[src/rtl/pipe_pkg.sv]
`default_nettype none
// ============================================================================
//  Module      : pipe_pkg
//  Description : Shared types and widths for the elastic inter-stage registers.
//  Revision    : 1.0 - initial release
// ============================================================================
package pipe_pkg;

    // ID/EX control bundle; later boundaries carry a subset of these fields.
    typedef struct packed {
        logic       reg_write;
        logic       mem_to_reg;
        logic       mem_write;
        logic [2:0] alu_control;
        logic       alu_src;
        logic       reg_dst;
    } ctrl_t;

    localparam int IF_ID_CTRL_W  = 1;
    localparam int ID_EX_CTRL_W  = $bits(ctrl_t);
    localparam int EX_MEM_CTRL_W = 3;
    localparam int MEM_WB_CTRL_W = 2;

    localparam int OCC_W = 2;

    typedef enum logic [OCC_W-1:0] {
        OCC_EMPTY = 2'd0,
        OCC_ONE   = 2'd1,
        OCC_FULL  = 2'd2
    } occ_state_t;

endpackage : pipe_pkg
`default_nettype wire

[src/rtl/pipe_stage_reg_entry.sv]
`default_nettype none
// ============================================================================
//  Module      : pipe_entry_reg
//  Description : One valid+data+ctrl holding register with load/clear/flush.
//  Revision    : 1.0 - initial release
// ============================================================================
module pipe_entry_reg #(
    parameter int DATA_W = 96,
    parameter int CTRL_W = 8
) (
    input  logic              clk,
    input  logic              rst,
    input  logic              i_flush,
    input  logic              i_load,
    input  logic              i_clear,
    input  logic [DATA_W-1:0] i_data,
    input  logic [CTRL_W-1:0] i_ctrl,
    output logic              o_valid,
    output logic [DATA_W-1:0] o_data,
    output logic [CTRL_W-1:0] o_ctrl
);

    logic              r_valid;
    logic [DATA_W-1:0] r_data;
    logic [CTRL_W-1:0] r_ctrl;

    // Data is left stale on clear/flush; ctrl is always zeroed with valid.
    always_ff @(posedge clk or posedge rst) begin
        if (rst) begin
            r_valid <= 1'b0;
            r_data  <= '0;
            r_ctrl  <= '0;
        end else if (i_flush) begin
            r_valid <= 1'b0;
            r_ctrl  <= '0;
        end else if (i_load) begin
            r_valid <= 1'b1;
            r_data  <= i_data;
            r_ctrl  <= i_ctrl;
        end else if (i_clear) begin
            r_valid <= 1'b0;
            r_ctrl  <= '0;
        end
    end

    assign o_valid = r_valid;
    assign o_data  = r_data;
    assign o_ctrl  = r_ctrl;

endmodule : pipe_entry_reg
`default_nettype wire

[src/rtl/pipe_stage_reg.sv]
`default_nettype none
// ============================================================================
//  Module      : pipe_stage_reg
//  Description : Elastic pipeline stage register with flush and optional skid.
//  Revision    : 1.0 - initial release
// ============================================================================
module pipe_stage_reg
    import pipe_pkg::*;
#(
    parameter int DATA_W = 96,
    parameter int CTRL_W = ID_EX_CTRL_W,
    parameter int SKID   = 1
) (
    input  logic              clk,
    input  logic              rst,
    input  logic              flush,
    input  logic              in_valid,
    output logic              in_ready,
    input  logic [DATA_W-1:0] in_data,
    input  logic [CTRL_W-1:0] in_ctrl,
    output logic              out_valid,
    input  logic              out_ready,
    output logic [DATA_W-1:0] out_data,
    output logic [CTRL_W-1:0] out_ctrl,
    output logic [OCC_W-1:0]  occupancy
);

    logic              w_in_fire;
    logic              w_out_fire;
    logic              w_main_load;
    logic              w_main_clear;
    logic [DATA_W-1:0] w_main_data;
    logic [CTRL_W-1:0] w_main_ctrl;

    assign w_in_fire  = in_valid & in_ready;
    assign w_out_fire = out_valid & out_ready;

    pipe_entry_reg #(
        .DATA_W (DATA_W),
        .CTRL_W (CTRL_W)
    ) u_main (
        .clk     (clk),
        .rst     (rst),
        .i_flush (flush),
        .i_load  (w_main_load),
        .i_clear (w_main_clear),
        .i_data  (w_main_data),
        .i_ctrl  (w_main_ctrl),
        .o_valid (out_valid),
        .o_data  (out_data),
        .o_ctrl  (out_ctrl)
    );

    generate
        if (SKID != 0) begin : g_skid
            occ_state_t        r_state;
            logic              r_in_ready;
            logic              w_skid_load;
            logic              w_skid_clear;
            logic              w_skid_valid;
            logic [DATA_W-1:0] w_skid_data;
            logic [CTRL_W-1:0] w_skid_ctrl;
            logic              w_drain_skid;

            // In FULL the head refills from the skid entry, never from input.
            assign w_drain_skid = (r_state == OCC_FULL) & w_out_fire;
            assign w_main_load  = w_drain_skid
                                | ((r_state == OCC_EMPTY) & w_in_fire)
                                | ((r_state == OCC_ONE) & w_in_fire & w_out_fire);
            assign w_main_clear = (r_state == OCC_ONE) & w_out_fire & ~w_in_fire;
            assign w_main_data  = (r_state == OCC_FULL) ? w_skid_data : in_data;
            assign w_main_ctrl  = (r_state == OCC_FULL) ? w_skid_ctrl : in_ctrl;
            assign w_skid_load  = (r_state == OCC_ONE) & w_in_fire & ~w_out_fire;
            assign w_skid_clear = w_drain_skid;

            pipe_entry_reg #(
                .DATA_W (DATA_W),
                .CTRL_W (CTRL_W)
            ) u_skid (
                .clk     (clk),
                .rst     (rst),
                .i_flush (flush),
                .i_load  (w_skid_load),
                .i_clear (w_skid_clear),
                .i_data  (in_data),
                .i_ctrl  (in_ctrl),
                .o_valid (w_skid_valid),
                .o_data  (w_skid_data),
                .o_ctrl  (w_skid_ctrl)
            );

            always_ff @(posedge clk or posedge rst) begin
                if (rst) begin
                    r_state    <= OCC_EMPTY;
                    r_in_ready <= 1'b1;
                end else if (flush) begin
                    r_state    <= OCC_EMPTY;
                    r_in_ready <= 1'b1;
                end else begin
                    case (r_state)
                        OCC_EMPTY: begin
                            if (w_in_fire) begin
                                r_state <= OCC_ONE;
                            end
                        end
                        OCC_ONE: begin
                            if (w_in_fire && !w_out_fire) begin
                                r_state    <= OCC_FULL;
                                r_in_ready <= 1'b0;
                            end else if (w_out_fire && !w_in_fire) begin
                                r_state <= OCC_EMPTY;
                            end
                        end
                        OCC_FULL: begin
                            if (w_out_fire) begin
                                r_state    <= OCC_ONE;
                                r_in_ready <= 1'b1;
                            end
                        end
                        default: begin
                            r_state    <= OCC_EMPTY;
                            r_in_ready <= 1'b1;
                        end
                    endcase
                end
            end

            assign in_ready  = r_in_ready;
            assign occupancy = r_state;
        end else begin : g_single
            assign w_main_load  = w_in_fire;
            assign w_main_clear = w_out_fire & ~w_in_fire;
            assign w_main_data  = in_data;
            assign w_main_ctrl  = in_ctrl;
            assign in_ready     = ~out_valid | out_ready;
            assign occupancy    = {1'b0, out_valid};
        end
    endgenerate

endmodule : pipe_stage_reg
`default_nettype wire

[config.mk]
export PLATFORM = sky130hd
export DESIGN_NAME = pipe_stage_reg
export DESIGN_NICKNAME = d
export VERILOG_FILES = /design/src/rtl/pipe_pkg.sv /design/src/rtl/pipe_stage_reg_entry.sv /design/src/rtl/pipe_stage_reg.sv
export SDC_FILE = /design/constraint.sdc
export NUM_CORES = 1
export LEC_CHECK = 0
export ABC_AREA = 1
export CAP_MARGIN = 0
export CELL_PAD_IN_SITES_DETAIL_PLACEMENT = 1
export CELL_PAD_IN_SITES_GLOBAL_PLACEMENT = 1
export CORE_MARGIN = 3
export CORE_UTILIZATION = 40
export DETAILED_ROUTE_END_ITERATION = 8
export PLACE_DENSITY = 0.95
export SLEW_MARGIN = 20
export SYNTH_ARGS = -nofsm -noshare
export SYNTH_HDL_FRONTEND = slang
export SYNTH_SLANG_ARGS = --single-unit
[constraint.sdc]
create_clock -name clk -period 21.3 [get_ports clk]
set_input_delay 4.26 -clock clk [delete_from_list [all_inputs] [get_ports clk]]
set_output_delay 4.26 -clock clk [all_outputs]
set_load 0.005 [all_outputs]
==> results of run 1 <==
## worst max-delay path by stage
stage	from	endpoint	slack [ps]	depth (start not counted)
after CTS	flush	g_skid.u_skid.o_data[87]	14690	6
after global routing	flush	g_skid.u_skid.o_data[87]	14350	7
after global placement	flush	g_skid.u_skid.o_data[61]	14370	6
after detailed placement	flush	g_skid.u_skid.o_data[88]	14180	6
after floorplan	rst	g_skid.u_skid.o_ctrl[0]	11250	1
final	flush	g_skid.u_skid.o_data[87]	14670	6
## per-stage QoR
stage	area (um^2)	std cells	hold WS [ps]	total power, mW
3_3_place_gp	11600	1619	453	1.18
4_1_cts	12500	1663	473	1.68
5_1_grt	12500	1663	494	1.78
2_1_floorplan	9390	1162	454	0.917
3_5_place_dp	11600	1619	458	1.23
6_report	12500	1663	469	1.66
## cells in the mapped netlist (2+ instances only)
cell / n / area share
nand2_1: 365 / 0.15
dfrtp_1: 211 / 0.56
o21ai_0: 145 / 0.077
nand3_1: 117 / 0.062
inv_1: 112 / 0.045
nor2_1: 60 / 0.024
a21oi_1: 56 / 0.030
buf_2: 36 / 0.019
clkbuf_1: 28 / 0.011
o21ai_1: 10 / 0.0053
buf_4: 5 / 0.0040
buf_6: 4 / 0.0048
buf_1: 3 / 0.0012
inv_2: 2 / 0.00080
## registers in the layout (all words and copies together) (netlist names)
signal	flops
u_main.o_data	96
occupancy	2
u_main.o_valid	1
u_main.o_ctrl	8
in_ready	1
g_skid.u_skid.o_ctrl	8
g_skid.u_skid.o_data	96
## kinds of logic (layout without fill, tap and decap cells)
group           after synthesis  in the layout
simple gates                546            546
buf+inv                     192            380
compound gates              212            212
flops                       212            212
## critical path, stage by stage
cell and delay (ps):
clkdlybuf4s50_1 500, nor3_1 420, nand2_4 600, inv_2 170
buf_4 650, o21ai_0 270
## metal layers
metal / global-route usage / share of wire / vias up
li1: - / - / 4009
met1: 0.289 / 0.42 / 4250
met2: 0.401 / 0.50 / 233
met3: 0.0559 / 0.060 / 47
met4: 0.0545 / 0.023 / 2
met5: 0 / 0.00044 / -
## report_power, final
part           switching [mW]  total, mW  internal (mW)
registers               0.103      0.693          0.589
clock network           0.168      0.438          0.270
logic                   0.268      0.533          0.265
## layout make-up
| class | count | area, um^2 | share of cell area |
|---|---|---|---|
| clock buffer | 39 | 768 | 0.0615 |
| inverter | 115 | 440 | 0.0352 |
| tap | 313 | 392 | 0.0313 |
| timing repair buffer | 221 | 2210 | 0.177 |
| multi-input combinational | 758 | 3310 | 0.265 |
| sequential | 212 | 5310 | 0.425 |
| clock inverter | 5 | 75.1 | 0.00601 |
==> impl_metrics.json, run 1 <==
{
  "status": "finished, final reports clean",
  "avgSynthCellArea_um2": 8.08,
  "reg2reg_depth": 5,
  "cp-end-kind": "flip-flop",
  "synthAdderAreaFrac": 0,
  "rows": 55,
  "synth-edff-count": 0,
  "wl_per_cell_um": 17.7,
  "initial_utilization": 0.411,
  "n_fill_cell": 2715,
  "globalRouteTotalUtil": 0.230,
  "clk_path_buf_depth": 3,
  "drv_slew": 0,
  "dieArea_um2": 25400,
  "synth_xor_area_frac": 0,
  "htreeDepth": 1,
  "globalplace.congestion": 0.776,
  "synth_cell_types": 22,
  "gr-total-overflow": 0,
  "async_flop_share": 1.00,
  "rrSetupSlack_ps": 18440,
  "cts_tree": "built",
  "grt_pass1_vias": 9242,
  "finish.utilization": 0.547,
  "layout-drive-gt1-share": 0.0393,
  "vias": 8541,
  "maxCapViolCount": 0,
  "wl_mm": 29.4,
  "hp-start": "u_main.o_data[41]",
  "cts_resized": 0,
  "ys_warn_count": 0,
  "crit_type": "in2reg",
  "syn-num-nets": 1271,
  "syn2layout_area_growth_pct": 33.0,
  "die_w_um": 159,
  "final_common_cell": "nand2_1",
  "syn_area_um2": 9390,
  "viasPerCell": 5.14,
  "fin_crit_ps": 6630,
  "holdPathStages": 2,
  "r2r-end": "g_skid.u_skid.o_data[87]",
  "path_clk_slew_ps": 60,
  "worst_slew_margin_rel": 0.306,
  "post-route-period-util": 0.311,
  "p_leak_nw": 6.24,
  "max_freq_mhz": 151,
  "coreArea_um2": 22800,
  "r2r_start": "occupancy[1]",
  "cp.arrival_ps": 6960,
  "post_cts_buffers": 0,
  "final_antenna_net_count": 0,
  "yosysSeqAreaShare": 0.565,
  "grt_max_degree": 133,
  "ir_drop_v": 0.0000688,
  "worstPathRequired_ps": 21630,
  "startpoint_type": "input pin",
  "hold_path_end": "u_main.o_data[41]",
  "port_buffers": 216,
  "drcViolationCount": 0,
  "powerDensity_nw_per_um2": 133,
  "grt_antenna_before_repair": 1,
  "setup_viol": 0,
  "synth_top_family_by_area": "simple AND/OR/NAND/NOR gates",
  "syn_inst": 1162,
  "hold_buffers": 0,
  "yosys.area_share.simple": 0.235,
  "drt-initial-drc-count": 508,
  "clk_latency_ps": 520,
  "clkSinkCount": 212,
  "fin_nets": 1441,
  "n_antenna_cell": 0,
  "firstDrtPassIters": 5,
  "dp_slack_ps": 14180,
  "worst_pin_slew_ps": 1040,
  "grt_first_pass_wirelength_mm": 48.4,
  "ys_ff_latch": 212,
  "setup_ws_ps": 14670,
  "fp.dieH_um": 159,
  "post-dp-hpwl_mm": 18.1,
  "path_max_fanout": 110,
  "layout_common_cells": "nand2_1, clkdlybuf4s50_1, dfrtp_1",
  "finalHoldViolCount": 0,
  "rsz0062_at_grt": "no",
  "synth_ff_type": "dfrtp_1",
  "ios": 217,
  "synthMuxAreaShare": 0,
  "skew_ps": 13.2,
  "cts_buffers": 24,
  "root_buffer": "clkbuf_16",
  "setup-tns-final_ps": 0,
  "synth_compound_area_frac": 0.113,
  "hp-class": "reg2reg"
}
Note: power is estimated with default switching activity, not from simulation.
==> run 2: changes to the inputs <==
--- a/config.mk
+++ b/config.mk
@@ -10,9 +10,9 @@
 export CELL_PAD_IN_SITES_DETAIL_PLACEMENT = 1
 export CELL_PAD_IN_SITES_GLOBAL_PLACEMENT = 1
 export CORE_MARGIN = 3
-export CORE_UTILIZATION = 40
+export CORE_UTILIZATION = 37
 export DETAILED_ROUTE_END_ITERATION = 8
-export PLACE_DENSITY = 0.95
+export PLACE_DENSITY = 0.93
 export SLEW_MARGIN = 20
 export SYNTH_ARGS = -nofsm -noshare
 export SYNTH_HDL_FRONTEND = slang
==> constraint.sdc (replaced) <==
create_clock -name clk -period 6.4 [get_ports clk]
set_input_delay 1.28 -clock clk [delete_from_list [all_inputs] [get_ports clk]]
set_output_delay 1.28 -clock clk [all_outputs]
set_load 0.005 [all_outputs]
==> run 2 against run 1 <==
  * Design area about the same
  * Worst hold slack got worse by 2.6 ps
  * Register-to-register slack worse by 15000 ps
  * Die area increased by 7.8%
  * Routed wire length decreased by 2.7%
  * Clock power grew to 3.1 times the previous value
  * Global-route usage shrank 2.1 points
==> impl_metrics.json, run 2 (same netlist as run 1, synthesis figures left out) <==
{
  "drcViolationCount": 0,
  "design_power_total_mw": 5.42,
  "ios": 217,
  "rsz0062_at_grt": "no",
  "setup_ws_ps": 3180,
  "fin_nets": 1443,
  "wl_mm": 28.6,
  "path_clk_slew_ps": 60,
  "initial_utilization": 0.382,
  "critPathBufInv": 3,
  "drv_slew": 0,
  "hp-class": "reg2reg",
  "clk_latency_ps": 510,
  "post_cts_buffers": 0,
  "grt_first_pass_wirelength_mm": 46.3,
  "layout_common_cells": "nand2_1, clkdlybuf4s50_1, dfrtp_1",
  "clkSinkCount": 212,
  "dieArea_um2": 27300,
  "cp-end-kind": "flip-flop",
  "finish.utilization": 0.507,
  "sw_frac_of_total": 0.326,
  "post-route-period-util": 0.503,
  "fp.dieH_um": 165,
  "clkPwrFrac": 0.251,
  "crit_family": "buffers and inverters",
  "ir_drop_v": 0.000209,
  "path_max_fanout": 55,
  "die_w_um": 165,
  "coreArea_um2": 24600,
  "cts_buffers": 24,
  "fin_crit_ps": 3220,
  "viasPerCell": 5.08,
  "final_area_um2": 12500,
  "worst_pin_slew_ps": 991,
  "status": "finished, final reports clean",
  "slowest_stage": "buf_4",
  "setup_viol": 0,
  "final_common_cell": "nand2_1",
  "critPathMaxStageDelay_ps": 540,
  "r2r_start": "occupancy[0]",
  "wl_per_cell_um": 17.0,
  "vias": 8530,
  "startpoint_type": "input pin",
  "dp_slack_ps": 2680,
  "max_freq_mhz": 311,
  "maxCapViolCount": 0,
  "grt_antenna_before_repair": 4,
  "p_int_mw": 3.65,
  "hold_buffers": 0,
  "cp.arrival_ps": 3630,
  "worstPathRequired_ps": 6810,
  "grt_max_degree": 131,
  "n_fill_cell": 2913,
  "seqPwrFrac": 0.425,
  "comb_power_share": 0.324,
  "htreeDepth": 1,
  "p_sw_mw": 1.77,
  "layout-drive-gt1-share": 0.0399,
  "p_leak_nw": 6.22,
  "rows": 57,
  "worst_slew_margin_rel": 0.339,
  "firstDrtPassIters": 4,
  "cts_resized": 0,
  "multi_input_area_um2": 3310,
  "clk_path_buf_depth": 3,
  "globalplace.congestion": 0.778,
  "crit_type": "in2reg",
  "hp-start": "u_main.o_data[82]",
  "final_antenna_net_count": 0,
  "drt-initial-drc-count": 512,
  "globalRouteTotalUtil": 0.209,
  "finalHoldViolCount": 0,
  "post-dp-hpwl_mm": 17.9,
  "cp-startpoint": "flush",
  "ff_latch_area_um2": 5310,
  "setup-tns-final_ps": 0,
  "grt_pass1_vias": 9143,
  "skew_ps": 17.4,
  "powerDensity_nw_per_um2": 434,
  "syn2layout_area_growth_pct": 32.9,
  "crit_chain": "clkdlybuf4s50_1 > nor3_1 > nand2_4 > inv_2 > buf_4 > nand2_1 > o21ai_0",
  "root_buffer": "clkbuf_16",
  "postPlaceCellArea_um2": 11700,
  "cts_tree": "built",
  "gr-total-overflow": 0,
  "port_buffers": 216
}
-- run 2: cell count changes in the layout (fill, tap and decap cells not counted), sizes merged --
| cell | change |
|---|---|
| buf | +2 |
| bufinv | -2 |
| clkinv | +2 |
| diode | +2 |
| clkinvlp | +1 |
| inv | -1 |
-- run 2: power groups by stage --
stage               Clock [mW]  Sequential [mW]  Combinational, mW
floorplan                    0             2.26              0.794
global placement             0             2.28               1.67
detailed placement           0             2.31               1.77
CTS                       1.40             2.31               1.79
global route              1.45             2.38               1.99
finish                    1.36             2.30               1.76
-- run 2: per-layer routing --
metal / part of all wire / GRT usage
met1: 0.42 / 0.261
met2: 0.50 / 0.370
met3: 0.060 / 0.0439
met4: 0.019 / 0.0499
met5: 0.00094 / 0
-- run 2: layout make-up --
cell class | count | area share
well taps | 324 | 0.0325
inverters | 115 | 0.0350
multi-input cells | 758 | 0.265
clock buffers | 39 | 0.0607
repair buffers | 223 | 0.179
diodes | 2 | 0.000401
flip-flops and latches | 212 | 0.425
clock inverters | 5 | 0.00230
-- run 2: worst paths after layout --
kind,to,slack [ps],cells past startpoint
min,u_main.o_data[82],470,2
max,g_skid.u_skid.o_data[62],3180,7
max in group asynchronous,u_main.o_data[21],4120,3
min in group asynchronous,g_skid.u_skid.o_data[49],1110,2
max reg2reg,u_main.o_data[44],3830,7
min reg2reg,u_main.o_data[82],470,2
-- run 2: worst reg2reg max path, cell delays in order, from the launching register on --
cell     delay (ps)
dfrtp_1         380
inv_1           130
nand2_4         610
buf_6           780
nor2_1          210
a21oi_1         180
nand3_1         100
nand2_1         120
-- run 2: stage by stage --
step	hold slack, ps	instances
CTS	472	1676
global route	497	1678
global placement	453	1632
detailed placement	458	1632
floorplan	454	1162
finish	466	1678
==> run 3: changes to the inputs <==
==> constraint.sdc (replaced) <==
create_clock -name clk -period 3.05 [get_ports clk]
set_input_delay 0.61 -clock clk [delete_from_list [all_inputs] [get_ports clk]]
set_output_delay 0.61 -clock clk [all_outputs]
set_load 0.005 [all_outputs]
==> run 3 against run 2 <==
  * Worst hold slack better by 2.6 ps
  * Power up 120%
  * Clock skew down 4.0 ps
  * Core utilization up 1.0 points
  * Critical endpoint is now occupancy[1]
  * Sequential cell count unchanged
  * Register-to-register slack worse by 2900 ps
  * Final cell count up 0.54%
  * Non-clock buffer count up 9
  * First-iteration DRC count down 10%
  * Die area unchanged
  * Combinational power up 110%
==> impl_metrics.json, run 3 (same netlist as run 1, synthesis figures left out) <==
{
  "status": "finished, final reports clean",
  "wl_mm": 29.9,
  "syn2layout_area_growth_pct": 35.6,
  "final_common_cell": "nand2_1",
  "critPathBufInv": 1,
  "powerDensity_nw_per_um2": 930,
  "worst_slew_margin_rel": 0.428,
  "post_cts_buffers": 0,
  "dp.cells": 1641,
  "gr-total-overflow": 0,
  "cts_resized": 0,
  "hold_buffers": 0,
  "drv_slew": 0,
  "max_freq_mhz": 456,
  "initial_utilization": 0.382,
  "globalRouteTotalUtil": 0.217,
  "vias": 8580,
  "rsz0062_at_grt": "no",
  "rows": 57,
  "drcViolationCount": 0,
  "worstPathRequired_ps": 2440,
  "critPathMaxStageDelay_ps": 570,
  "firstDrtPassIters": 4,
  "port_buffers": 216,
  "clkSinkCount": 212,
  "fin_crit_ps": 2190,
  "grt_first_pass_wirelength_mm": 48.3,
  "maxCapViolCount": 0,
  "crit_chain": "clkdlybuf4s50_1",
  "hp-class": "reg2reg",
  "layout-drive-gt1-share": 0.0492,
  "cp-end-kind": "output port",
  "crit_family": "buffers and inverters",
  "final_antenna_net_count": 0,
  "cts_tree": "built",
  "final_cells": 1687,
  "setup_viol": 0,
  "die_w_um": 165,
  "slowest_stage": "clkdlybuf4s50_1",
  "cp-startpoint": "occupancy[1]",
  "coreArea_um2": 24600,
  "postPlaceCellArea_um2": 11800,
  "skew_ps": 13.4,
  "globalplace.congestion": 0.795,
  "clk_path_buf_depth": 3,
  "clk_latency_ps": 510,
  "crit_type": "reg2out",
  "grt_pass1_vias": 9570,
  "finish.utilization": 0.518,
  "fin_nets": 1453,
  "reg2reg_depth": 6,
  "r2r_start": "occupancy[1]",
  "worst_pin_slew_ps": 858,
  "n_fill_cell": 2907,
  "post-route-period-util": 0.719,
  "ff_latch_area_um2": 5310,
  "grt_max_degree": 134,
  "wl_per_cell_um": 17.7,
  "dieArea_um2": 27300,
  "layout_common_cells": "nand2_1, clkdlybuf4s50_1, dfrtp_1",
  "viasPerCell": 5.09,
  "finalHoldViolCount": 0,
  "r2r-end": "u_main.o_ctrl[5]",
  "grt_antenna_before_repair": 2,
  "post-dp-hpwl_mm": 19.3,
  "cp_num_cells": 1,
  "cp-endpoint": "occupancy[1]",
  "ios": 217,
  "path_max_fanout": 7,
  "multi_input_area_um2": 3300,
  "design_power_total_mw": 11.8,
  "drt-initial-drc-count": 460,
  "cp.arrival_ps": 1580,
  "rrSetupSlack_ps": 970,
  "final_area_um2": 12700,
  "p_leak_nw": 6.35,
  "ir_drop_v": 0.000496,
  "root_buffer": "clkbuf_16",
  "cts_buffers": 25,
  "htreeDepth": 1,
  "path_clk_slew_ps": 60,
  "fp.dieH_um": 165,
  "startpoint_type": "flip-flop"
}
[run 3: worst min-delay path by stage]
stage	cells past startpoint	from	endpoint
4_1_cts	2	u_main.o_data[17]	u_main.o_data[17]
3_3_place_gp	2	u_main.o_data[17]	u_main.o_data[17]
6_report	2	u_main.o_data[38]	u_main.o_data[38]
3_5_place_dp	2	u_main.o_data[17]	u_main.o_data[17]
5_1_grt	2	u_main.o_data[95]	u_main.o_data[95]
2_1_floorplan	2	g_skid.u_skid.o_data[10]	g_skid.u_skid.o_data[10]
[run 3: metal layers]
layer / GRT usage / routed length (um)
met5: 0 / 13
met4: 0.0677 / 694
met3: 0.0451 / 1820
met2: 0.386 / 15100
met1: 0.264 / 12300
[run 3: final cells by class]
type | instances | area share
inverters | 115 | 0.0343
multi-input cells | 758 | 0.259
flip-flops and latches | 212 | 0.417
clock buffers | 36 | 0.0586
clock inverters | 9 | 0.0116
repair buffers | 232 | 0.188
well taps | 324 | 0.0318
diodes | 1 | 0.000196
[run 3: stage by stage]
stage	setup WS, ps	setup TNS (ps)	hold WS (ps)
floorplan	-315	-66540	454
global placement	644	0	452
detailed placement	513	0	459
CTS	819	0	474
global route	775	0	489
finish	856	0	469
[run 3: power by group]
| group | internal (mW) | switching [mW] | leakage (nW) | total [mW] |
|---|---|---|---|---|
| sequential | 4.11 | 0.734 | 2.65 | 4.85 |
| combinational | 1.90 | 1.88 | 3.26 | 3.78 |
| clock | 2.03 | 1.19 | 0.441 | 3.22 |
| total | 8.04 | 3.80 | 6.35 | 11.8 |
